## config.mk

```make
export PLATFORM = sky130hd
export DESIGN_NAME = bh_run_monitor
export DESIGN_NICKNAME = d
export VERILOG_FILES = /design/src/rtl/bh_run_monitor_pkg.sv /design/src/rtl/bh_trace_buf.sv /design/src/rtl/bh_run_monitor.sv
export SDC_FILE = /design/constraint.sdc
export NUM_CORES = 1
export LEC_CHECK = 0
export ABC_AREA = 1
export CAP_MARGIN = 20
export CORE_MARGIN = 2
export CORE_UTILIZATION = 54
export DETAILED_ROUTE_END_ITERATION = 16
export PLACE_DENSITY_LB_ADDON = 0.05
export SLEW_MARGIN = 20
export SYNTH_ARGS = -nofsm -noshare
export SYNTH_HDL_FRONTEND = slang
export SYNTH_SLANG_ARGS = --single-unit
```

## constraint.sdc

```tcl
create_clock -name i_clock -period 2.4 [get_ports i_clock]
set_input_delay 0.48 -clock i_clock [delete_from_list [all_inputs] [get_ports i_clock]]
set_output_delay 0.48 -clock i_clock [all_outputs]
set_load 0.1 [all_outputs]
```

## src/rtl/bh_run_monitor_pkg.sv

```systemverilog
// Shared brainhack definitions: datapath widths, END opcode, run-monitor defaults,
// FSM state encoding and counter slot indices.
package bh_run_monitor_pkg;

    localparam int BH_PRGMEM_ADDR_WIDTH = 8;
    localparam int BH_INSTR_WIDTH       = 4;
    localparam int BH_TAPE_ADDR_WIDTH   = 8;
    localparam int BH_STACK_WIDTH       = 8;
    localparam logic [BH_INSTR_WIDTH-1:0] BH_END_OPCODE = 4'hF;

    localparam int BH_CNT_WIDTH   = 32;
    localparam int BH_TIMEOUT     = 500;
    localparam int BH_TRACE_DEPTH = 16;

    typedef enum logic [1:0] {
        ST_IDLE = 2'd0,
        ST_RUN  = 2'd1,
        ST_DONE = 2'd2,
        ST_TMO  = 2'd3
    } run_state_t;

    // Slot order of the event counter bank
    localparam int CNT_CYCLES = 0;
    localparam int CNT_INSTRS = 1;
    localparam int CNT_SKIPS  = 2;
    localparam int NUM_CNT    = 3;

endpackage

```

## src/rtl/bh_trace_buf.sv

```systemverilog
// Circular register file of recent fetches; combinational readout where
// rd_idx 0 is the newest entry. count saturates at DEPTH.
module bh_trace_buf #(
    parameter int DEPTH = 16,
    parameter int WIDTH = 20,
    localparam int AW   = $clog2(DEPTH)
) (
    input  logic             clk,
    input  logic             srst,
    input  logic             clr,
    input  logic             wr_en,
    input  logic [WIDTH-1:0] wr_data,
    input  logic [AW-1:0]    rd_idx,
    output logic [WIDTH-1:0] rd_data,
    output logic [AW:0]      count
);

    logic [WIDTH-1:0] mem_reg [DEPTH];
    logic [AW-1:0]    wptr_reg;
    logic [AW:0]      count_reg;
    logic [AW-1:0]    rd_addr;

    always_ff @(posedge clk) begin
        if (wr_en) mem_reg[wptr_reg] <= wr_data;
    end

    always_ff @(posedge clk) begin
        if (srst || clr) begin
            wptr_reg  <= '0;
            count_reg <= '0;
        end else if (wr_en) begin
            wptr_reg <= wptr_reg + AW'(1);
            if (count_reg != (AW+1)'(DEPTH)) count_reg <= count_reg + (AW+1)'(1);
        end
    end

    // Pointer arithmetic wraps naturally modulo DEPTH (power of two)
    assign rd_addr = wptr_reg - rd_idx - AW'(1);
    assign rd_data = mem_reg[rd_addr];
    assign count   = count_reg;

endmodule

```

## src/rtl/bh_run_monitor.sv

```systemverilog
// Run controller for the brainhack core: gates core_run, counts cycles, fetches and
// skip-loop episodes, stops on END or timeout. Fetch trace enabled by BH_TRACE_EN.
module bh_run_monitor
    import bh_run_monitor_pkg::*;
#(
    parameter int PRGMEM_ADDR_WIDTH = BH_PRGMEM_ADDR_WIDTH,
    parameter int INSTR_WIDTH       = BH_INSTR_WIDTH,
    parameter int TAPE_ADDR_WIDTH   = BH_TAPE_ADDR_WIDTH,
    parameter int CNT_WIDTH         = BH_CNT_WIDTH,
    parameter int TIMEOUT           = BH_TIMEOUT,
    parameter logic [INSTR_WIDTH-1:0] END_OPCODE = BH_END_OPCODE,
    parameter int TRACE_DEPTH       = BH_TRACE_DEPTH,
    localparam int IDX_WIDTH        = $clog2(TRACE_DEPTH),
    localparam int ENTRY_WIDTH      = PRGMEM_ADDR_WIDTH + INSTR_WIDTH + TAPE_ADDR_WIDTH
) (
    input  logic                         i_clock,
    input  logic                         i_reset,
    input  logic                         i_start,
    input  logic                         i_fetch,
    input  logic [INSTR_WIDTH-1:0]       i_ir,
    input  logic [PRGMEM_ADDR_WIDTH-1:0] i_pc,
    input  logic [TAPE_ADDR_WIDTH-1:0]   i_tape_addr,
    input  logic                         i_skip_loop,
    output logic                         o_core_run,
    output logic                         o_done,
    output logic                         o_timeout,
    output logic [CNT_WIDTH-1:0]         o_cycles,
    output logic [CNT_WIDTH-1:0]         o_instrs,
    output logic [CNT_WIDTH-1:0]         o_skips,
    input  logic [IDX_WIDTH-1:0]         i_trace_idx,
    output logic [ENTRY_WIDTH-1:0]       o_trace_entry,
    output logic [IDX_WIDTH:0]           o_trace_count
);

    localparam bit TMO_EN = (TIMEOUT != 0);
    localparam logic [CNT_WIDTH-1:0] TMO_LAST = CNT_WIDTH'(TIMEOUT - 1);

    run_state_t state_reg, state_next;
    logic in_run, start_run, end_hit, tmo_hit;
    logic skip_prev_reg, skip_rise;
    logic [NUM_CNT-1:0] cnt_inc;
    logic [NUM_CNT-1:0][CNT_WIDTH-1:0] cnt_val;

    assign in_run    = (state_reg == ST_RUN);
    assign start_run = !in_run && i_start;
    assign skip_rise = i_skip_loop && !skip_prev_reg;
    assign cnt_inc   = {skip_rise, i_fetch, 1'b1};

    always_ff @(posedge i_clock) begin
        if (i_reset) state_reg <= ST_IDLE;
        else         state_reg <= state_next;
    end

    // END takes priority over a timeout landing on the same cycle
    always_comb begin
        state_next = state_reg;
        end_hit    = i_fetch && (i_ir == END_OPCODE);
        tmo_hit    = TMO_EN && (cnt_val[CNT_CYCLES] == TMO_LAST);
        case (state_reg)
            ST_RUN: begin
                if (end_hit)      state_next = ST_DONE;
                else if (tmo_hit) state_next = ST_TMO;
            end
            default: begin
                if (i_start) state_next = ST_RUN;
            end
        endcase
    end

    always_ff @(posedge i_clock) begin
        if (i_reset || start_run) skip_prev_reg <= 1'b0;
        else if (in_run)          skip_prev_reg <= i_skip_loop;
    end

    // Saturating event counters: hold at all-ones instead of wrapping
    for (genvar gi = 0; gi < NUM_CNT; gi++) begin : g_cnt
        logic [CNT_WIDTH-1:0] count_reg;
        always_ff @(posedge i_clock) begin
            if (i_reset || start_run)
                count_reg <= '0;
            else if (in_run && cnt_inc[gi] && (count_reg != '1))
                count_reg <= count_reg + CNT_WIDTH'(1);
        end
        assign cnt_val[gi] = count_reg;
    end

    assign o_core_run = in_run;
    assign o_done     = (state_reg == ST_DONE);
    assign o_timeout  = (state_reg == ST_TMO);
    assign o_cycles   = cnt_val[CNT_CYCLES];
    assign o_instrs   = cnt_val[CNT_INSTRS];
    assign o_skips    = cnt_val[CNT_SKIPS];

`ifdef BH_TRACE_EN
    bh_trace_buf #(
        .DEPTH (TRACE_DEPTH),
        .WIDTH (ENTRY_WIDTH)
    ) u_trace (
        .clk     (i_clock),
        .srst    (i_reset),
        .clr     (start_run),
        .wr_en   (in_run && i_fetch),
        .wr_data ({i_pc, i_ir, i_tape_addr}),
        .rd_idx  (i_trace_idx),
        .rd_data (o_trace_entry),
        .count   (o_trace_count)
    );
`else
    logic unused_trace;
    assign unused_trace  = ^{i_trace_idx, i_pc, i_tape_addr};
    assign o_trace_entry = '0;
    assign o_trace_count = '0;
`endif

endmodule
```

======== Word-level counts from Yosys, hierarchy flattened ========
Cells that the tools add are included.
Widths: inputs -> output; s select.
operators by class
  $add $sub $neg .......................... 3
  equality and inequality tests ........... 9
  mux-type cells .......................... 4
  reductions and logical operators ........ 13
operator list
  cell                   number
  $add 32x1->32 const B  3
  $ne 32x32->1 const B   3
  $eq 32x9->1 const B    1
  $logic_and 1x1->1      8
  $mux 2                 4
  $eq 2x2->1 const B     2
  $eq 4x4->1 const B     1
  $ne 3x1->1 const B     1
  $eq 2x1->1 const B     1
  $logic_not 1->1        2
  $reduce_and 2->1       1
  $reduce_bool 2->1      1
  $logic_or 1x1->1       1
word-level totals
  register bits after elaboration ......... 99
  bits of input ports ..................... 29
  output and inout port bits .............. 124
  word-level logic and storage cells ...... 34

======== Longest topological paths before layout ========
  word-level depth ........................ 4
  mapped depth ............................ 11
  mapped depth without buffers ............ 11

======== Worst setup path after synthesis ========
Ideal clock, no wire load.
  path type ............................... register to register
  start ................................... register g_cnt[2].count_reg[0], in the netlist o_skips[0]
  end ..................................... register g_cnt[2].count_reg[15], in the netlist o_skips[15]
  library setup time ...................... 119 ps
  arrival ................................. 2,346 ps
  data required time ...................... 2,281 ps
  path slack .............................. -66 ps
  cell stages (with the launch flop) ...... 11
  buffers on the path ..................... 2
  clock period less this slack ............ 2,466 ps
  cells stage by stage .................... dfxtp_1 > ha_1 > nand2_1 > nor2_1 > nand2_1 > nor2_1 > nand3b_1 > buf_4 > buf_6 > a21oi_1 > nor2_1
on the way
  longest elaborated chain between the ends .. 2
  elaborated cells between the ends (all ways) .. 3
  classes of those cells .................. add/sub (1); eq/ne (1); reduce/logical (1)
ends and longest elaborated chain
  element                                                RTL line              text
  start, declared                                        bh_run_monitor.sv:77  logic [CNT_WIDTH-1:0] count_reg;
  start signal, assigned                                 bh_run_monitor.sv:82  count_reg <= count_reg + CNT_WIDTH'(1);
  branches (longest 2 deep; another with $add 32x1->32)  n/a
Several ways; the timed one is not identified.
A chain may end at the register's enable or synchronous reset.

======== Worst setup path after layout ========
  start ................................... register g_cnt[0].count_reg[0], in the netlist o_cycles[0]
  end ..................................... register g_cnt[0].count_reg[0], in the netlist o_cycles[0]
on the way
  longest elaborated chain between the ends .. 2
  elaborated cells between the ends (all ways) .. 3
  classes of those cells .................. add/sub (1); eq/ne (1); reduce/logical (1)
ends and longest elaborated chain
  element                                                RTL line
  start, declared                                        bh_run_monitor.sv:77
  start signal, assigned                                 bh_run_monitor.sv:82
  branches (longest 2 deep; another with $add 32x1->32)  n/a
Several ways; the timed one is not identified.

==> metrics.yaml <==
yosys:
  synth-compound-area-share_pct: 6.76
  yosysWarnings: 0
  synth-xor-area-share_pct: 0.697
  synth-adder-area-share_pct: 0.598
  syn_area_per_cell_um2: 6.01
  synth-seq-cells: 99
  netlist.area_leader.share_pct: 31.6
  synth-simple-area-share_pct: 48.2
  muxShareOfSynthArea_pct: 0
  synth_edf_count: 0
  ys.flop_type: "dfxtp_1"
  yosysUniqueCellTypes: 32
  async_flop_share_pct: 0
  synth_largest_area_cell: "dfxtp_1"
  synth.yosys.seq_area_share_pct: 31.6
  synth_top_family_by_area: "simple AND/OR/NAND/NOR gates"
  synth_area_mm2: 0.00628
  netlist_top_cells_area: "dfxtp_1 (32%), nand2_1 (17%), nor2_1 (14%), nand3_1 (8.5%), inv_1 (6.5%)"
  syn_inst: 1044
clocking:
  cts_tree: "done"
  clkLatencyLatePin_ns: 0.35
  cts.sinks: 99
  cts_htree_levels: 3
  postCtsHoldBufs: 0
  cts.path.max_buffers: 2
  cts_buffers: 9
  post_cts_buffers: 0
  clock-root-buffer: "clkbuf_16"
  clkTransAtPathRegs_ns: 0.07
  cts_resized: 0
run:
  drv_cap: 0
floorplanning:
  design.die.area_mm2: 0.0125
  ioPinCount: 153
  start_util_pct: 55.2
  die_h_um: 112
  rows: 39
  die_w_um: 112
  core_area_mm2: 0.0114
global_route:
  grt_max_degree: 44
  gr-total-overflow: 0
  antenna_found_initial: 0
  grt_pass1_wl_mm: 27.2
  grt_usage_pct: 26.4
  grt_pass1_vias: 5740
placement:
  routabilityCongestion: 0.962
  dpl.hpwl_mm: 12.5
  port_buffers: 107
detailed_routing:
  ant_nets: 0
  routed_wl_mm: 16.4
  wl_per_cell_um: 12.6
  first_pass_iters: 5
  vias: 6703
  drc: 0
  viasPerCell: 5.15
  drtIter0Drc: 575
power:
  power_density_mw_per_mm2: 476
  ir_drop_mv: 0.332
  total_power_mw: 3.55
  p_leak_nw: 3.13
sta:
  timing.slew.headroom_pct: 59.8
  fin_crit_sh_pct: 79.3
  fin_tns_setup_ns: 0
  rsz0062_at_grt: "false"
  worstMarginPinSlew_ns: 0.598
  period_needed_ns: 1.90
  hold_violations: 0
  skew_ns: 0.00767
  fmax_ghz: 0.525
  slew_violations: 0
  finalSetupViolCount: 0
setup_path:
  crit_arrival_ns: 2.15
  worstPathMaxFanout: 15
  crit_path_end_kind: "flop"
  required_ns: 2.65
  critPathKind: "reg -> reg"
  critPathLaunchType: "flop"
final_layout:
  final_nets: 1187
  syn_to_final_growth_pct: 18.8
  final_layout_size_suffix_gt1_share_pct: 14.5
  final_common_cell: "nand2_1"
  antenna_cells: 0
  mostFrequentLayoutCells: "nand2_1 (278), nor2_1 (228), buf_4 (114)"
min_path:
  hold_class: "reg -> reg"
status:
  status: "finished, final reports clean"
==> final cells by class <==
type | instances | area (µm²)
fill | 1145 | 3910
clock buffer | 12 | 246
clock inverter | 3 | 15.0
inverter | 116 | 435
sequential | 99 | 1980
timing repair buffer | 124 | 976
tap | 143 | 179
multi-input combinational | 805 | 3620
==> logic make-up after synthesis <==
logic type      Yosys count
xor+xnor                  5
simple gates            689
flops                    99
compound gates           83
buf+inv                 164
other cells               1
fa+ha+maj                 3
==> critical path: stages, from the launching register on <==
cell,delay (ns)
dfxtp_1,0.39
ha_1,0.24
nand3_1,0.22
nor2_1,0.27
nand3_2,0.13
buf_4,0.21
nand2_1,0.12
inv_1,0.08
nor2_1,0.09
nor2_1,0.05
==> cell usage after synthesis, types with 4 or more instances <==
cell,number
inv_1,109
nand3b_1,6
a21oi_1,70
buf_4,31
dfxtp_1,99
nand3_1,107
nor3_1,14
buf_2,13
inv_2,7
nor2_1,228
xor2_1,4
nand3_2,4
nand4_1,23
nor2_2,9
a31oi_1,7
nand2_1,278
o21ai_0,5
==> layer usage <==
layer / GRT usage [%] / wire [µm] / vias up
met5: 0 / 0 / -
met4: 10.5 / 333 / 0
met3: 3.43 / 961 / 23
met2: 41.3 / 7370 / 212
met1: 37.0 / 7760 / 2980
li1: - / - / 3488
==> path summary, 6_finish.rpt <==
check,from,end,slack [ns],cells after the start
worst max register to register,o_cycles[0],o_cycles[0],0.50,9
worst min-delay path,skip_prev_reg,skip_prev_reg,0.47,2
worst min register to register,skip_prev_reg,skip_prev_reg,0.47,2
worst max-delay path,o_cycles[0],o_cycles[0],0.50,9
==> metrics by stage <==
step / hold slack (ns) / area [µm²] / setup WS, ns / utilization (%) / std cells
2_1_floorplan: 0.445 / 6370 / 0.00359 / - / 1068
3_3_place_gp: 0.456 / 7200 / 0.240 / 63.3 / 1287
3_5_place_dp: 0.460 / 7200 / 0.241 / 63.3 / 1287
4_1_cts: 0.470 / 7460 / 0.524 / 65.6 / 1302
5_1_grt: 0.493 / 7460 / 0.272 / 65.6 / 1302
6_report: 0.466 / 7460 / 0.496 / 65.6 / 1302
==> report_power, final <==
part | internal, mW | switching, mW
Sequential | 1.65 | 0.0191
Combinational | 0.103 | 0.426
Clock | 0.722 | 0.628
Total | 2.48 | 1.07
Power figures use the tool's default switching activity.
